[config.mk]
export PLATFORM = sky130hd
export DESIGN_NAME = des_round_sequencer_flat
export DESIGN_NICKNAME = d
export VERILOG_FILES = /design/src/rtl/des_round_sequencer_if.sv /design/src/rtl/des_round_sequencer.sv /design/src/flat_wrapper.sv
export SDC_FILE = /design/constraint.sdc
export NUM_CORES = 1
export LEC_CHECK = 0
export ABC_CLOCK_PERIOD_IN_PS = 1800
export CORE_AREA = 4 4 81 139
export DETAILED_ROUTE_END_ITERATION = 7
export DIE_AREA = 0 0 85 143
export GPL_TIMING_DRIVEN = 0
export PLACE_DENSITY = 0.83
export RECOVER_POWER = 100
export SLEW_MARGIN = 20
export SYNTH_ARGS = -nofsm -noshare
export SYNTH_HDL_FRONTEND = slang
export SYNTH_SLANG_ARGS = --single-unit
[constraint.sdc]
create_clock -name clk -period 1.8 [get_ports clk]
set_input_delay 0.27 -clock clk [delete_from_list [all_inputs] [get_ports clk]]
set_output_delay 0.27 -clock clk [all_outputs]
set_load 0.01 [all_outputs]
[src/rtl/des_round_sequencer_if.sv]
// Block-in / block-out handshake bundle for the iterative DES round sequencer.
// master = upstream/downstream side, slave = the sequencer.
interface des_round_sequencer_if;
  logic        in_valid;
  logic        in_ready;
  logic [63:0] in_data;
  logic        in_decrypt;
  logic        out_valid;
  logic        out_ready;
  logic [63:0] out_data;

  modport master (
    output in_valid, in_data, in_decrypt, out_ready,
    input  in_ready, out_valid, out_data
  );

  modport slave (
    input  in_valid, in_data, in_decrypt, out_ready,
    output in_ready, out_valid, out_data
  );
endinterface

[src/rtl/des_round_sequencer.sv]
// Iterative DES Feistel controller: one shared round per cycle, NUM_ROUNDS cycles per block,
// using an external f-function and subkey store selected through f_key_idx.
module des_round_sequencer #(
  parameter int NUM_ROUNDS = 16
) (
  input  logic                   clk,
  input  logic                   rst,
  des_round_sequencer_if.slave   bus,
  output logic [31:0]            f_r,
  output logic [3:0]             f_key_idx,
  input  logic [31:0]            f_out,
  output logic                   busy
);

  localparam logic [3:0] LAST = 4'(NUM_ROUNDS - 1);

  typedef enum logic [1:0] {IDLE, ROUND, DONE} state_t;

  state_t      state, state_next;
  logic [31:0] l_reg, l_next;
  logic [31:0] r_reg, r_next;
  logic [3:0]  rnd, rnd_next;
  logic        mode, mode_next;

  always_ff @(posedge clk) begin
    if (rst) begin
      state <= IDLE;
      l_reg <= '0;
      r_reg <= '0;
      rnd   <= '0;
      mode  <= 1'b0;
    end else begin
      state <= state_next;
      l_reg <= l_next;
      r_reg <= r_next;
      rnd   <= rnd_next;
      mode  <= mode_next;
    end
  end

  // f_out only reaches state in ROUND, so it is don't-care everywhere else.
  always_comb begin
    state_next    = state;
    l_next        = l_reg;
    r_next        = r_reg;
    rnd_next      = rnd;
    mode_next     = mode;
    bus.in_ready  = 1'b0;
    bus.out_valid = 1'b0;
    bus.out_data  = '0;
    busy          = 1'b0;
    case (state)
      IDLE: begin
        bus.in_ready = 1'b1;
        if (bus.in_valid) begin
          l_next     = bus.in_data[63:32];
          r_next     = bus.in_data[31:0];
          mode_next  = bus.in_decrypt;
          rnd_next   = '0;
          state_next = ROUND;
        end
      end
      ROUND: begin
        busy   = 1'b1;
        l_next = r_reg;
        r_next = l_reg ^ f_out;
        if (rnd == LAST) begin
          state_next = DONE;
        end else begin
          rnd_next = rnd + 4'd1;
        end
      end
      DONE: begin
        busy          = 1'b1;
        bus.out_valid = 1'b1;
        bus.out_data  = {r_reg, l_reg};
        if (bus.out_ready) begin
          state_next = IDLE;
        end
      end
      default: state_next = IDLE;
    endcase
  end

  assign f_r       = r_reg;
  assign f_key_idx = mode ? (LAST - rnd) : rnd;

endmodule
[src/flat_wrapper.sv]
// flat-port wrapper written by rule: the top's interface ports become plain ports
module des_round_sequencer_flat 
#(
  parameter int NUM_ROUNDS = 16
)
  (clk, rst, f_r, f_key_idx, f_out, busy, bus_in_valid, bus_in_data, bus_in_decrypt, bus_out_ready, bus_in_ready, bus_out_valid, bus_out_data);
  des_round_sequencer_if bus_i ();
  input  logic clk;
  input  logic rst;
  output logic [31:0] f_r;
  output logic [3:0] f_key_idx;
  input  logic [31:0] f_out;
  output logic busy;
  input wire logic [$bits(bus_i.in_valid)-1:0] bus_in_valid;
  input wire logic [$bits(bus_i.in_data)-1:0] bus_in_data;
  input wire logic [$bits(bus_i.in_decrypt)-1:0] bus_in_decrypt;
  input wire logic [$bits(bus_i.out_ready)-1:0] bus_out_ready;
  output wire logic [$bits(bus_i.in_ready)-1:0] bus_in_ready;
  output wire logic [$bits(bus_i.out_valid)-1:0] bus_out_valid;
  output wire logic [$bits(bus_i.out_data)-1:0] bus_out_data;
  assign bus_i.in_valid = bus_in_valid;
  assign bus_i.in_data = bus_in_data;
  assign bus_i.in_decrypt = bus_in_decrypt;
  assign bus_i.out_ready = bus_out_ready;
  assign bus_in_ready = bus_i.in_ready;
  assign bus_out_valid = bus_i.out_valid;
  assign bus_out_data = bus_i.out_data;
  des_round_sequencer #(.NUM_ROUNDS(NUM_ROUNDS)) u_core (.clk(clk), .rst(rst), .bus(bus_i), .f_r(f_r), .f_key_idx(f_key_idx), .f_out(f_out), .busy(busy));
endmodule
==> impl_metrics.sql <==
INSERT INTO impl_metrics (metric_group, metric, value, unit) VALUES
('logic_synthesis', 'postSynthNetCount', '585', ''),
('detailed_routing', 'wl_per_cell', '19.03', 'um'),
('worst_hold_path', 'hold_path_start', 'u_core.f_r[14]', ''),
('layout', 'n_antenna_cell', '0', ''),
('worst_hold_path', 'timing.hold.worst.class', 'flop to flop', ''),
('global_route', 'first_global_vias', '4591', ''),
('detailed_routing', 'detail_route.wirelength', '15740', 'um'),
('sta', 'setup_slack', '0.006441', 'ns'),
('floorplanning', 'die-area', '12160', 'um^2'),
('cts', 'cts-htree-levels', '3', ''),
('setup_path', 'regToRegEndpoint', 'u_core.f_r[9]', ''),
('logic_synthesis', 'synth-seq-area-share', '0.3519', ''),
('cts', 'clock_tree_from_tritoncts', 'done', ''),
('logic_synthesis', 'post_synth_instance_area', '4039', 'um^2'),
('detailed_routing', 'drt_drc_violations_left', '0', ''),
('logic_synthesis', 'synth_cell_type_count', '32', ''),
('layout', 'area_growth_syn_to_layout', '68.25', '%'),
('flow_run', 'timing.max_cap.violations', '0', ''),
('setup_path', 'worst-endpoint-arrival', '1.52', 'ns'),
('logic_synthesis', 'yosysWarnings', '0', ''),
('logic_synthesis', 'synthesis.area_per_instance', '8.432', 'um^2'),
('sta', 'final_hold_viol_count', '0', ''),
('detailed_routing', 'first_pass_iters', '4', ''),
('pwr', 'ir_worst_vdd', '0.6906', 'mV'),
('worst_hold_path', 'hold_depth', '2', ''),
('layout', 'layout.nets', '801', ''),
('floorplanning', 'row_count', '49', ''),
('detailed_routing', 'via_per_inst', '5.238', ''),
('floorplanning', 'ioPinCount', '204', ''),
('logic_synthesis', 'yosys_register_bits', '71', ''),
('sta', 'finalSetupViolations', '0', ''),
('layout', 'layout_commonest_cell', 'clkdlybuf4s50_1', ''),
('layout', 'drive_gt1_frac', '0.2314', ''),
('layout', 'post_layout_nonfiller_instances', '827', ''),
('placement', 'post-dp-hpwl', '11680', 'um'),
('sta', 'timing.final.crit_share', '0.9964', ''),
('detailed_routing', 'drt-initial-drc-count', '203', ''),
('sta', 'rsz0062_at_grt', 'yes', ''),
('logic_synthesis', 'netlist_instances', '479', ''),
('sta', 'worst_slew_margin_rel', '0.6391', ''),
('pwr', 'overall_power_after_layout', '7.708', 'mW'),
('setup_path', 'r2r_cells', '8', ''),
('placement', 'placedCellCount', '808', ''),
('layout', 'highest_count_cells_in_the_layout_ignoring_fill_and_taps', 'clkdlybuf4s50_1, dfxtp_1, nor2_1', ''),
('detailed_routing', 'postRouteAntennaNets', '0', ''),
('placement', 'place.gp.congestion', '0.8879', ''),
('detailed_routing', 'vias', '4332', ''),
('layout', 'multi_input_comb_area', '2514', 'um^2'),
('setup_path', 'ff2ff_setup_slack', '0.06', 'ns'),
('floorplanning', 'start_util', '0.3945', ''),
('status', 'run_status', 'finished clean', ''),
('worst_hold_path', 'hold_path_end', 'u_core.f_r[14]', ''),
('cts', 'ctsLongestPathBuffers', '2', ''),
('sta', 'worstMarginPinSlew', '0.5414', 'ns'),
('global_route', 'grt_pass1_wl', '23940', 'um'),
('setup_path', 'worst_ep_required_time', '1.53', 'ns'),
('setup_path', 'crit-reg2reg-launch', 'u_core.state[0]', ''),
('layout', 'post-route-util', '0.6637', ''),
('setup_path', 'worst_setup_sp_type', 'flop', ''),
('sta', 'fmaxAchievable', '0.5576', 'GHz'),
('sta', 'skew', '0.006341', 'ns'),
('setup_path', 'timing.critical_path.to_type', 'output pin', ''),
('placement', 'portBuffers', '202', ''),
('cts', 'cts-root-buf', 'clkbuf_16', ''),
('cts', 'path_clk_slew', '0.06', 'ns'),
('sta', 'setup-tns-final', '0', 'ns'),
('global_route', 'grt_antenna_before_repair', '0', ''),
('floorplanning', 'fp.coreArea', '10240', 'um^2'),
('logic_synthesis', 'synth_flop_cell', 'dfxtp_1', ''),
('global_route', 'grt_max_degree', '13', ''),
('placement', 'placement.setup.worst_slack', '-0.7674', 'ns');
-- cells by family (layout without fill, tap and decap cells) --
kind of cell / Yosys count / count (layout) / synth area share
fa+ha+maj: 5 / 5 / 0.01549
compound gates: 108 / 108 / 0.1862
flops: 71 / 71 / 0.3519
simple gates: 179 / 179 / 0.2169
buf+inv: 45 / 266 / 0.06257
mux: 35 / 35 / 0.08891
xor+xnor: 36 / 36 / 0.07807
-- area by class of cell --
type,instances,share of cell area
Buffer,41,0.05874
Clock buffer,11,0.03719
Clock inverter,5,0.01878
Inverter,2,0.001473
Multi-Input combinational cell,363,0.3699
Sequential cell,71,0.2101
Tap cell,127,0.02338
Timing Repair Buffer,207,0.2804
-- worst max-delay path by stage --
stage                    startpoint          endpoint  slack [ns]  cells past startpoint
finish              u_core.state[0]  bus_out_data[19]       0.006                      6
global placement    u_core.state[0]  bus_out_data[28]       -0.77                      6
floorplan           u_core.state[0]    u_core.f_r[10]        0.14                      7
global route        u_core.state[0]  bus_out_data[27]       -0.04                      6
CTS                 u_core.state[0]  bus_out_data[25]     -0.0006                      6
detailed placement  u_core.state[0]  bus_out_data[28]       -0.77                      6
-- per-layer routing --
| metal | up-vias | wire length [um] | GRT usage |
|---|---|---|---|
| li1 | 2069 | - | - |
| met1 | 2059 | 5740 | 0.2744 |
| met2 | 156 | 8598 | 0.4533 |
| met3 | 48 | 758 | 0.04388 |
| met4 | 0 | 641 | 0.1251 |
| met5 | - | 0 | 0 |
-- repair_timing --
item / CTS / global route
setup endpoints to repair: 114 / 127
pin swaps: 2 / 0
buffers inserted: 2 / 1
resized for setup: 301 / 63
hold endpoints to repair: 0 / 0
gates cloned: 1 / 1
hold buffers: 0 / 0
-- synth_stat cells, types with 6 or more instances --
library cell  number  area [um^2]
a21oi_1           37        185.2
and2_1            64        400.4
mux2i_1           33        330.3
nor2_1            64        240.2
buf_4              6        45.04
dfxtp_1           71         1421
a211o_1           32        280.3
a211oi_1          34        255.2
xnor2_1           32        280.3
buf_2              7        35.03
clkbuf_1          22        82.58
nand2_1           35        131.4
buf_6              6        67.56
-- power breakdown --
part	leakage [nW]	switching [mW]	total [mW]	internal [mW]
Sequential	0.588	0.412	2.36	1.95
Combinational	2.09	1.53	3.10	1.57
Clock	0.182	0.677	2.25	1.57
Total	2.86	2.62	7.71	5.09
-- worst max-delay path, stage by stage, from the launching register on --
cell and delay, ns:
dfxtp_2 0.35, inv_4 0.05, ha_4 0.17, clkbuf_16 0.17, clkbuf_16 0.16, and2_1 0.15
buf_2 0.14
-- stage by stage --
step | hold slack, ns | cell area [um^2]
global route | 0.5029 | 6795
floorplan | 0.4175 | 4039
finish | 0.4857 | 6795
CTS | 0.4813 | 6531
global placement | 0.4629 | 6220
detailed placement | 0.4728 | 6220
Note: power is estimated with default switching activity, not from simulation.
